[src/rtl/iomem_gpio_pkg.sv]
// Shared constants for the iomem GPIO block: bus select value, register offsets
// and the byte-strobe expansion helper.
package iomem_gpio_pkg;

  localparam logic [7:0] GPIO_ADDR_HI_DEFAULT = 8'h03;

  localparam logic [7:0] GPIO_OUT     = 8'h00;
  localparam logic [7:0] GPIO_OE      = 8'h04;
  localparam logic [7:0] GPIO_IN      = 8'h08;
  localparam logic [7:0] GPIO_IRQ_EN  = 8'h0C;
  localparam logic [7:0] GPIO_IRQ_POL = 8'h10;
  localparam logic [7:0] GPIO_PEND    = 8'h14;
  localparam logic [7:0] GPIO_OUT_SET = 8'h18;
  localparam logic [7:0] GPIO_OUT_CLR = 8'h1C;

  // Word indices: the decoder ignores address bits [1:0].
  localparam logic [5:0] W_OUT     = GPIO_OUT[7:2];
  localparam logic [5:0] W_OE      = GPIO_OE[7:2];
  localparam logic [5:0] W_IN      = GPIO_IN[7:2];
  localparam logic [5:0] W_IRQ_EN  = GPIO_IRQ_EN[7:2];
  localparam logic [5:0] W_IRQ_POL = GPIO_IRQ_POL[7:2];
  localparam logic [5:0] W_PEND    = GPIO_PEND[7:2];
  localparam logic [5:0] W_OUT_SET = GPIO_OUT_SET[7:2];
  localparam logic [5:0] W_OUT_CLR = GPIO_OUT_CLR[7:2];

  function automatic logic [31:0] strb_mask(input logic [3:0] strb);
    return {{8{strb[3]}}, {8{strb[2]}}, {8{strb[1]}}, {8{strb[0]}}};
  endfunction

endpackage

[src/rtl/iomem_gpio_if.sv]
// PicoSoC iomem bus bundle; master = CPU side, slave = peripheral side.
interface iomem_gpio_if;
  logic        iomem_valid;
  logic        iomem_ready;
  logic [3:0]  iomem_wstrb;
  logic [31:0] iomem_addr;
  logic [31:0] iomem_wdata;
  logic [31:0] iomem_rdata;

  modport master (
    output iomem_valid, iomem_wstrb, iomem_addr, iomem_wdata,
    input  iomem_ready, iomem_rdata
  );

  modport slave (
    input  iomem_valid, iomem_wstrb, iomem_addr, iomem_wdata,
    output iomem_ready, iomem_rdata
  );
endinterface

[src/rtl/iomem_gpio_sync.sv]
// Two-flop synchroniser bringing asynchronous pad inputs into the clk domain.
module gpio_sync #(
  parameter int WIDTH = 32
) (
  input  logic             clk,
  input  logic             reset,
  input  logic [WIDTH-1:0] i_d,
  output logic [WIDTH-1:0] o_q
);

  logic [WIDTH-1:0] r_meta;
  logic [WIDTH-1:0] r_sync;

  always_ff @(posedge clk) begin
    if (reset) begin
      r_meta <= '0;
      r_sync <= '0;
    end else begin
      r_meta <= i_d;
      r_sync <= r_meta;
    end
  end

  assign o_q = r_sync;

endmodule

[src/rtl/iomem_gpio.sv]
// GPIO peripheral on the PicoSoC iomem bus: OUT/OE/IN, atomic set/clear and,
// when IOMEM_GPIO_IRQ_EN is defined, edge-detect interrupts (IRQ_EN/IRQ_POL/PEND).
module iomem_gpio
  import iomem_gpio_pkg::*;
#(
  parameter int         WIDTH   = 32,
  parameter logic [7:0] ADDR_HI = GPIO_ADDR_HI_DEFAULT
) (
  input  logic             clk,
  input  logic             reset,
  iomem_gpio_if.slave      bus,
  input  logic [WIDTH-1:0] gpio_in,
  output logic [WIDTH-1:0] gpio_out,
  output logic [WIDTH-1:0] gpio_oe,
  output logic             irq
);

  logic             r_ready;
  logic [31:0]      r_rdata;
  logic [WIDTH-1:0] r_out;
  logic [WIDTH-1:0] r_oe;
  logic [WIDTH-1:0] w_in_sync;

  logic             w_hit;
  logic             w_wr;
  logic [5:0]       w_word;
  logic [31:0]      w_mask32;
  logic [31:0]      w_wdata_m32;
  logic [WIDTH-1:0] w_wmask;
  logic [WIDTH-1:0] w_wbits;
  logic [31:0]      w_rd;
  logic             w_unused_bits;

  gpio_sync #(.WIDTH(WIDTH)) u_sync (
    .clk   (clk),
    .reset (reset),
    .i_d   (gpio_in),
    .o_q   (w_in_sync)
  );

  // Blocking on r_ready makes each access take exactly one ack cycle.
  assign w_hit       = bus.iomem_valid & ~r_ready & (bus.iomem_addr[31:24] == ADDR_HI);
  assign w_wr        = w_hit & (|bus.iomem_wstrb);
  assign w_word      = bus.iomem_addr[7:2];
  assign w_mask32    = strb_mask(bus.iomem_wstrb);
  assign w_wdata_m32 = bus.iomem_wdata & w_mask32;
  assign w_wmask     = w_mask32[WIDTH-1:0];
  assign w_wbits     = w_wdata_m32[WIDTH-1:0];

  assign w_unused_bits = ^{bus.iomem_addr[23:8], bus.iomem_addr[1:0], w_wdata_m32, w_mask32};

`ifdef IOMEM_GPIO_IRQ_EN
  logic [WIDTH-1:0] r_irq_en;
  logic [WIDTH-1:0] r_irq_pol;
  logic [WIDTH-1:0] r_pend;
  logic [WIDTH-1:0] r_prev;
  logic             r_irq;
  logic [WIDTH-1:0] w_rise;
  logic [WIDTH-1:0] w_fall;
  logic [WIDTH-1:0] w_edge;
  logic [WIDTH-1:0] w_clr;

  assign w_rise = w_in_sync & ~r_prev;
  assign w_fall = ~w_in_sync & r_prev;
  assign w_edge = r_irq_en & ((r_irq_pol & w_rise) | (~r_irq_pol & w_fall));
  assign w_clr  = (w_wr && (w_word == W_PEND)) ? w_wbits : '0;

  always_ff @(posedge clk) begin
    if (reset) begin
      r_irq_en  <= '0;
      r_irq_pol <= '0;
      r_pend    <= '0;
      r_prev    <= '0;
      r_irq     <= 1'b0;
    end else begin
      r_prev <= w_in_sync;
      if (w_wr && (w_word == W_IRQ_EN))
        r_irq_en <= (r_irq_en & ~w_wmask) | w_wbits;
      if (w_wr && (w_word == W_IRQ_POL))
        r_irq_pol <= (r_irq_pol & ~w_wmask) | w_wbits;
      // An edge arriving with a W1C of the same bit keeps the bit pending.
      r_pend <= (r_pend & ~w_clr) | w_edge;
      r_irq  <= |(r_pend & r_irq_en);
    end
  end

  assign irq = r_irq;
`else
  assign irq = 1'b0;
`endif

  always_comb begin
    w_rd = '0;
    case (w_word)
      W_OUT:     w_rd[WIDTH-1:0] = r_out;
      W_OE:      w_rd[WIDTH-1:0] = r_oe;
      W_IN:      w_rd[WIDTH-1:0] = w_in_sync;
`ifdef IOMEM_GPIO_IRQ_EN
      W_IRQ_EN:  w_rd[WIDTH-1:0] = r_irq_en;
      W_IRQ_POL: w_rd[WIDTH-1:0] = r_irq_pol;
      W_PEND:    w_rd[WIDTH-1:0] = r_pend;
`endif
      default:   w_rd = '0;
    endcase
  end

  always_ff @(posedge clk) begin
    if (reset) begin
      r_ready <= 1'b0;
      r_rdata <= '0;
      r_out   <= '0;
      r_oe    <= '0;
    end else begin
      r_ready <= w_hit;
      if (w_hit)
        r_rdata <= w_rd;
      if (w_wr && (w_word == W_OUT))
        r_out <= (r_out & ~w_wmask) | w_wbits;
      else if (w_wr && (w_word == W_OUT_SET))
        r_out <= r_out | w_wbits;
      else if (w_wr && (w_word == W_OUT_CLR))
        r_out <= r_out & ~w_wbits;
      if (w_wr && (w_word == W_OE))
        r_oe <= (r_oe & ~w_wmask) | w_wbits;
    end
  end

  assign bus.iomem_ready = r_ready;
  assign bus.iomem_rdata = r_rdata;
  assign gpio_out        = r_out;
  assign gpio_oe         = r_oe;

endmodule
[src/flat_wrapper.sv]
// flat-port wrapper written by rule: the top's interface ports become plain ports
module iomem_gpio_flat import iomem_gpio_pkg::*;
#(
  parameter int         WIDTH   = 32,
  parameter logic [7:0] ADDR_HI = GPIO_ADDR_HI_DEFAULT
)
  (clk, reset, gpio_in, gpio_out, gpio_oe, irq, bus_iomem_valid, bus_iomem_wstrb, bus_iomem_addr, bus_iomem_wdata, bus_iomem_ready, bus_iomem_rdata);
  iomem_gpio_if bus_i ();
  input  logic clk;
  input  logic reset;
  input  logic [WIDTH-1:0] gpio_in;
  output logic [WIDTH-1:0] gpio_out;
  output logic [WIDTH-1:0] gpio_oe;
  output logic irq;
  input wire logic [$bits(bus_i.iomem_valid)-1:0] bus_iomem_valid;
  input wire logic [$bits(bus_i.iomem_wstrb)-1:0] bus_iomem_wstrb;
  input wire logic [$bits(bus_i.iomem_addr)-1:0] bus_iomem_addr;
  input wire logic [$bits(bus_i.iomem_wdata)-1:0] bus_iomem_wdata;
  output wire logic [$bits(bus_i.iomem_ready)-1:0] bus_iomem_ready;
  output wire logic [$bits(bus_i.iomem_rdata)-1:0] bus_iomem_rdata;
  assign bus_i.iomem_valid = bus_iomem_valid;
  assign bus_i.iomem_wstrb = bus_iomem_wstrb;
  assign bus_i.iomem_addr = bus_iomem_addr;
  assign bus_i.iomem_wdata = bus_iomem_wdata;
  assign bus_iomem_ready = bus_i.iomem_ready;
  assign bus_iomem_rdata = bus_i.iomem_rdata;
  iomem_gpio #(.WIDTH(WIDTH), .ADDR_HI(ADDR_HI)) u_core (.clk(clk), .reset(reset), .bus(bus_i), .gpio_in(gpio_in), .gpio_out(gpio_out), .gpio_oe(gpio_oe), .irq(irq));
endmodule
[config.mk]
export PLATFORM = sky130hd
export DESIGN_NAME = iomem_gpio_flat
export DESIGN_NICKNAME = d
export VERILOG_FILES = /design/src/rtl/iomem_gpio_pkg.sv /design/src/rtl/iomem_gpio_if.sv /design/src/rtl/iomem_gpio_sync.sv /design/src/rtl/iomem_gpio.sv /design/src/flat_wrapper.sv
export SDC_FILE = /design/constraint.sdc
export NUM_CORES = 1
export LEC_CHECK = 0
export BUFFER_PORTS_ARGS = -buffer_cell sky130_fd_sc_hd__clkbuf_2
export CAP_MARGIN = 5
export CORE_MARGIN = 10
export CORE_UTILIZATION = 54
export CTS_CLUSTER_DIAMETER = 200
export CTS_CLUSTER_SIZE = 28
export DETAILED_ROUTE_END_ITERATION = 16
export GPL_TIMING_DRIVEN = 0
export PLACE_DENSITY = 0.84
export SYNTH_ARGS = -nofsm -noshare
export SYNTH_HDL_FRONTEND = slang
export SYNTH_HIERARCHICAL = 1
export SYNTH_SLANG_ARGS = --single-unit
[constraint.sdc]
create_clock -name clk -period 3 [get_ports clk]
set_input_delay 0.3 -clock clk [delete_from_list [all_inputs] [get_ports clk]]
set_output_delay 0.3 -clock clk [all_outputs]
set_load 0.005 [all_outputs]
==> out/results.tsv, run 1 <==
stage	metric	value	unit
routing	drt_wl_total	20800	um
floorplanning	die_w	127	um
timing	rsz0062_at_grt	false	
clocking	root_buffer	clkbuf_16	
clocking	cts_tree	yes	
timing	setup_viol	0	
clocking	worstSkewPairLatency	0.43	ns
timing	whs	0.0745	ns
global_routing	grt_max_degree	17	
global_routing	grt_overflow	0	
worst_setup_path	worstPathRequired	3.31	ns
logic_synthesis	synthTopCellsByCount	dfxtp_1, nor2b_2, o21ai_0	
clocking	cts_buffers	17	
timing	tns	0	ns
timing	worstMarginPinSlew	1.01	ns
timing	worst_slack	0.500	ns
routing	vias_per_cell	6.18	
worst_setup_path	crit_chain	nor4b_1, buf_2, and4_1, clkbuf_1, a2111oi_0, a221o_1	
timing	max_freq	400	MHz
worst_setup_path	critPathLaunchType	flip-flop	
logic_synthesis	synth_cell_type_count	37	
floorplanning	io_pins	201	
worst_setup_path	cp_slowest_cell	nor4b_1	
worst_setup_path	path_class	reg -> reg	
placement	dp_hpwl	15100	um
routing	vias	5920	
routing	ant_nets	0	
placement	dp_slack	0.469	ns
worst_setup_path	max_stage_delay	0.44	ns
power	ir_worst_vdd	0.414	mV
routing	drc	0	
global_routing	antenna_found_initial	1	
timing	period_minus_slack	2.50	ns
timing	hold_violations	0	
routing	drt_iter0_drc	714	
final_layout	num_antenna_cells	0	
timing	fin_crit_sh	83.3	%
timing	max_slew_margin	32.0	%
clocking	post_cts_buffers	0	
final_layout	layout-drive-gt1-share	37.3	%
worst_setup_path	cp_num_buf_inv	2	
logic_synthesis	netlist_area	6210	sq um
logic_synthesis	avgSynthCellArea	10.2	sq um
run	maxCapViolCount	0	
power	power_leakage	3.09	nW
global_routing	grt_first_pass_wirelength	32100	um
logic_synthesis	synth-edff-count	0	
clocking	htree_levels	4	
clocking	cts_resized	0	
floorplanning	start_util	54.8	%
timing	final-max-slew-violation-count	0	
logic_synthesis	synth_nets	710	
power	p_per_area	584	nW/um^2
worst_setup_path	critPathCaptureType	flip-flop	
logic_synthesis	synth_top_area_cell	dfxtp_1	
clocking	clkSinkCount	161	
floorplanning	die_area	16200	sq um
logic_synthesis	synth.area.top_cells	dfxtp_1, nor2b_2, a221o_1, a222oi_1, a2111oi_0	
logic_synthesis	async_reset_ff_share	0	%
worst_setup_path	crit_family	simple AND/OR/NAND/NOR gates	
clocking	clk_pin_slew_worst_paths	0.06	ns
floorplanning	die_h	127	um
final_layout	fin_nets	908	
worst_setup_path	worstPathArrival	2.81	ns
worst_setup_path	reg2reg_slack	0.50	ns
logic_synthesis	synth_top_area_share	51.9	%
min_path	hold_class	in -> reg	
routing	wire_per_inst	21.7	um
logic_synthesis	synth_seq_area_share	51.9	%
worst_setup_path	cp_max_fo	10	
global_routing	grt_pass1_vias	5898	
global_routing	track_usage	25.0	%
timing	fin_skew	0.0144	ns
final_layout	syn_to_final_growth	26.9	%
floorplanning	num_rows	39	
placement	place.gp.congestion	0.842	
routing	dr.pass1.iters	7	
clocking	cts_buffer_depth	2	
final_layout	final_core_util	69.6	%
logic_synthesis	synthCells	607	
clocking	holdBufCountCts	0	
logic_synthesis	synth.ff_latch_count	161	
logic_synthesis	ys.flop_type	dfxtp_1	
logic_synthesis	yosysMostFrequentCell	dfxtp_1	
floorplanning	core_area	11300	sq um
placement	io_buffer_count	179	
logic_synthesis	yosys_warnings	6	
status	status	complete, no violations	
-- area by class of cell --
class                      instances  area, sq um
buffer                            54          293
clock buffer                      23          488
clock inverter                     6          105
fill                             882         3450
inverter                          32          120
multi-input combinational        360         2570
sequential                       161         3220
tap                              143          179
timing repair buffer             179          896
-- routing by layer --
layer	up-vias	track usage (%)	wire [um]
li1	2665	-	-
met1	2776	28.0	7580
met2	420	40.6	10100
met3	57	9.88	2440
met4	2	12.3	746
met5	-	0	8
-- cell families (layout without fill, tap and decap cells) --
| kind of cell | after synthesis | after routing | share of synthesized area (%) |
|---|---|---|---|
| flops | 161 | 161 | 51.9 |
| buf+inv | 86 | 294 | 6.65 |
| compound gates | 199 | 199 | 23.7 |
| xor+xnor | 1 | 1 | 0.141 |
| simple gates | 159 | 159 | 17.5 |
| other cells | 1 | 1 | 0.0604 |
-- cells in the final DEF, fill, tap and decap left out, types with 2 or more instances in the layout --
cell       count
a2111oi_0     32
a21oi_1       35
a221o_1       32
a222oi_1      32
and4_1         5
buf_2         21
buf_6          5
buf_8          2
bufinv_16      3
clkbuf_1      27
clkbuf_16     17
clkbuf_2     179
clkbuf_8       4
clkinv_2       3
dfxtp_1      161
inv_1         32
nand2_1       33
nand2b_1       4
nand3_1       33
nand4_1        4
nor2_1         2
nor2b_1        4
nor2b_2       60
nor4_2         4
o21ai_0       53
o21ai_1       11
or4_1          2
-- report_power, final --
group,internal (W),switching [W],total [W]
Sequential,0.00218,0.0000104,0.00219
Combinational,0.0000958,0.000128,0.000224
Clock,0.00138,0.000809,0.00219
Total,0.00365,0.000948,0.00460
-- path summary, 6_finish.rpt --
| path | from | endpoint | cells after the start |
|---|---|---|---|
| max reg2reg | u_core/bus.iomem_ready | flip-flop | 6 |
| min | gpio_in[9] | u_core/u_sync/r_meta[9] | 2 |
| max | u_core/bus.iomem_ready | flip-flop | 6 |
| min reg2reg | u_core/u_sync/r_meta[19] | u_core/u_sync/o_q[19] | 1 |
-- worst reg2reg max path: stages (launching register included) --
cell and delay (ns):
dfxtp_1 0.33, nor4b_1 0.44, buf_2 0.29, and4_1 0.34, clkbuf_1 0.44, a2111oi_0 0.25
a221o_1 0.29
-- per-stage QoR --
stage,std cells,cell area [sq um],total power [W]
final,958,7870,0.00460
after detailed placement,929,7280,0.00245
after global placement,929,7280,0.00244
after CTS,958,7870,0.00461
after floorplan,607,6210,0.00235
after global routing,958,7870,0.00473
Note: power is estimated with default switching activity, not from simulation.
==> run 2: changes to the inputs <==
- ABC_AREA: not set -> 1
- CORE_UTILIZATION: 54 -> 52
- PLACE_DENSITY: 0.84 -> 0.8
- clock period: 3 -> 2.6 ns (I/O delays scaled with it)
==> out/results.tsv, run 2 <==
stage	metric	value	unit	change
clocking	clk_pin_slew_worst_paths	0.06	ns	about the same
clocking	worstSkewPairLatency	0.43	ns	about the same
timing	worstMarginPinSlew	0.667	ns	was 1.01 ns
timing	hold_violations	0		unchanged
placement	place.gp.congestion	0.904		was 0.842
clocking	holdBufCountCts	0		unchanged
power	ir_worst_vdd	0.456	mV	was 0.414 mV
floorplanning	die_w	134	um	was 127 um
power	p_int	0.00414	W	was 0.00365 W
routing	vias	6497		was 5920
power	power_frac_comb	4.5	%	was 4.9%
clocking	root_buffer	clkbuf_16		unchanged
placement	dp_slack	0.709	ns	was 0.469 ns
global_routing	grt_pass1_vias	6165		was 5898
clocking	cts_tree	yes		unchanged
final_layout	syn_to_final_growth	25.7	%	was 26.9%
worst_setup_path	worstPathArrival	1.93	ns	was 2.81 ns
timing	worst_slack	0.959	ns	was 0.500 ns
logic_synthesis	synth_cell_type_count	25		was 37
global_routing	grt_max_degree	17		unchanged
power	swShare	21.9	%	was 20.6%
power	p_switching	0.00116	W	was 0.000948 W
final_layout	final_core_util	66.9	%	was 69.6%
logic_synthesis	synth.ff_latch_count	161		unchanged
worst_setup_path	critPathLaunchType	flip-flop		unchanged
floorplanning	io_pins	201		unchanged
worst_setup_path	path_class	reg -> reg		unchanged
logic_synthesis	synth.area.top_cells	dfxtp_1, nand2_1, inv_1, nor2_1, a21oi_1		was dfxtp_1, nor2b_2, a221o_1, a222oi_1, a2111oi_0
clocking	clkSinkCount	161		unchanged
timing	whs	0.0180	ns	was 0.0745 ns
clocking	cts_buffer_depth	2		unchanged
power	p_per_area	628	nW/um^2	was 584 nW/um^2
run	maxCapViolCount	0		unchanged
routing	drt_wl_total	20200	um	was 20800 um
logic_synthesis	synth-edff-count	0		unchanged
worst_setup_path	cp_max_fo	10		unchanged
clocking	cts_buffers	17		unchanged
clocking	post_cts_buffers	0		unchanged
placement	dp_hpwl	14900	um	was 15100 um
worst_setup_path	critPathCaptureType	flip-flop		unchanged
timing	period_minus_slack	1.64	ns	was 2.50 ns
logic_synthesis	async_reset_ff_share	0	%	unchanged
timing	fin_skew	0.00712	ns	was 0.0144 ns
routing	drc	0		unchanged
routing	drt_iter0_drc	539		was 714
min_path	hold_class	in -> reg		unchanged
floorplanning	die_area	17900	sq um	was 16200 sq um
power	seq_power_share	47.6	%	about the same
routing	wire_per_inst	15.0	um	was 21.7 um
power	power_leakage	4.36	nW	was 3.09 nW
logic_synthesis	netlist_area	6720	sq um	was 6210 sq um
final_layout	fin_nets	1262		was 908
timing	setup_viol	0		unchanged
final_layout	layout-drive-gt1-share	23.1	%	was 37.3%
timing	tns	0	ns	unchanged
worst_setup_path	reg2reg_slack	0.96	ns	was 0.50 ns
routing	vias_per_cell	4.83		was 6.18
timing	final-max-slew-violation-count	0		unchanged
global_routing	track_usage	22.1	%	was 25.0%
global_routing	antenna_found_initial	1		unchanged
logic_synthesis	avgSynthCellArea	7.00	sq um	was 10.2 sq um
final_layout	nFillCells	1125		was 882
placement	io_buffer_count	181		was 179
final_layout	layout_common_cells	nand2_1, clkbuf_2, dfxtp_1, inv_1, nor2_1		was clkbuf_2, dfxtp_1, nor2b_2, o21ai_0, a21oi_1
final_layout	multi_input_area	2640	sq um	was 2570 sq um
final_layout	final_common_cell	nand2_1		was clkbuf_2
final_layout	ff_latch_area	3220	sq um	unchanged
floorplanning	start_util	53.2	%	was 54.8%
timing	rsz0062_at_grt	false		unchanged
timing	max_slew_margin	55.2	%	was 32.0%
placement	place_inst	1312		was 929
floorplanning	core_area	12600	sq um	was 11300 sq um
final_layout	fin_cells	1345		was 958
logic_synthesis	synth_seq_area_share	48.0	%	was 51.9%
routing	dr.pass1.iters	4		was 7
floorplanning	die_h	134	um	was 127 um
status	status	complete, no violations		unchanged
timing	fin_crit_sh	63.1	%	was 83.3%
timing	max_freq	609	MHz	was 400 MHz
clocking	cts_resized	0		unchanged
logic_synthesis	yosysMostFrequentCell	nand2_1		was dfxtp_1
logic_synthesis	yosys_warnings	6		unchanged
worst_setup_path	worstPathRequired	2.89	ns	was 3.31 ns
global_routing	grt_overflow	0		unchanged
logic_synthesis	synth_nets	1062		was 710
power	power.share.clock	47.8	%	was 47.6%
routing	ant_nets	0		unchanged
clocking	htree_levels	4		unchanged
global_routing	grt_first_pass_wirelength	31500	um	was 32100 um
logic_synthesis	ys.flop_type	dfxtp_1		unchanged
logic_synthesis	synthCells	959		was 607
logic_synthesis	synth_top_area_share	48.0	%	was 51.9%
logic_synthesis	synth_top_area_cell	dfxtp_1		unchanged
logic_synthesis	synthTopCellsByCount	nand2_1, dfxtp_1, inv_1		was dfxtp_1, nor2b_2, o21ai_0
floorplanning	num_rows	41		was 39
## run 2: cell count changes in the layout (fill, tap and decap cells not counted), moves of 9 or more
cell,before,now
a21oi_1,35,70
nor2b_2,60,0
nand3_1,33,65
a222oi_1,32,0
o21ai_0,53,0
inv_1,32,142
a221o_1,32,0
o21ai_1,11,0
a2111oi_0,32,0
nand2_1,33,324
clkbuf_1,27,13
nor2_1,2,119
buf_6,5,14
## run 2: layer usage
metal | wire [um] | share of wire (%) | global-route usage [%] | vias up
li1 | - | - | - | 3272
met2 | 9600 | 48 | 37.1 | 293
met3 | 2040 | 10 | 7.26 | 34
met1 | 8210 | 41 | 25.9 | 2898
met4 | 350 | 1.7 | 7.44 | 0
met5 | 0 | 0 | 0 | -
## run 2: area by class of cell
| cell class | count | area share [%] |
|---|---|---|
| Sequential cell | 161 | 38.2 |
| Multi-Input combinational cell | 609 | 31.3 |
| Timing Repair Buffer | 181 | 10.7 |
| Inverter | 143 | 6.36 |
| Clock buffer | 18 | 5.20 |
| Buffer | 46 | 3.69 |
| Tap cell | 172 | 2.55 |
| Clock inverter | 14 | 1.93 |
| Antenna cell | 1 | 0.0296 |
## run 2: kinds of logic (layout without fill, tap and decap cells)
| family | after synthesis | count (layout) | synth area share, % |
|---|---|---|---|
| compound gates | 70 | 70 | 5.22 |
| buf+inv | 189 | 402 | 12.6 |
| flops | 161 | 161 | 48.0 |
| other cells | 1 | 2 | 0.0558 |
| simple gates | 538 | 538 | 34.1 |
## run 2: through the flow
stage	instance area [sq um]	power, W
final	8440	0.00530
after CTS	8440	0.00532
after global placement	7840	0.00281
after detailed placement	7840	0.00282
after floorplan	6720	0.00270
after global routing	8440	0.00545
## run 2: path summary, 6_finish.rpt
path | cells after the start | end | startpoint
hold reg to reg | 2 | u_core/u_sync/o_q[7] | u_core/u_sync/r_meta[7]
hold / removal | 3 | u_core/u_sync/r_meta[15] | gpio_in[15]
setup reg to reg | 9 | flip-flop | u_core/bus.iomem_ready
setup / recovery | 9 | flip-flop | u_core/bus.iomem_ready
## run 2: power groups by stage
| stage | Clock, W | Sequential (W) | Combinational, W |
|---|---|---|---|
| 2_1_floorplan | 0 | 0.00258 | 0.000121 |
| 3_3_place_gp | 0 | 0.00258 | 0.000232 |
| 3_5_place_dp | 0 | 0.00258 | 0.000237 |
| 4_1_cts | 0.00256 | 0.00252 | 0.000240 |
| 5_1_grt | 0.00266 | 0.00253 | 0.000268 |
| 6_report | 0.00254 | 0.00252 | 0.000240 |
## run 2: critical path, stage by stage (launching register included)
cell and delay [ns]:
dfxtp_1 0.32, nor2_1 0.13, nand2_2 0.10, nor2_8 0.17
nand3_1 0.25, buf_4 0.28, nand2_1 0.07, nand2_1 0.06
nand2_1 0.07, a21oi_1 0.06
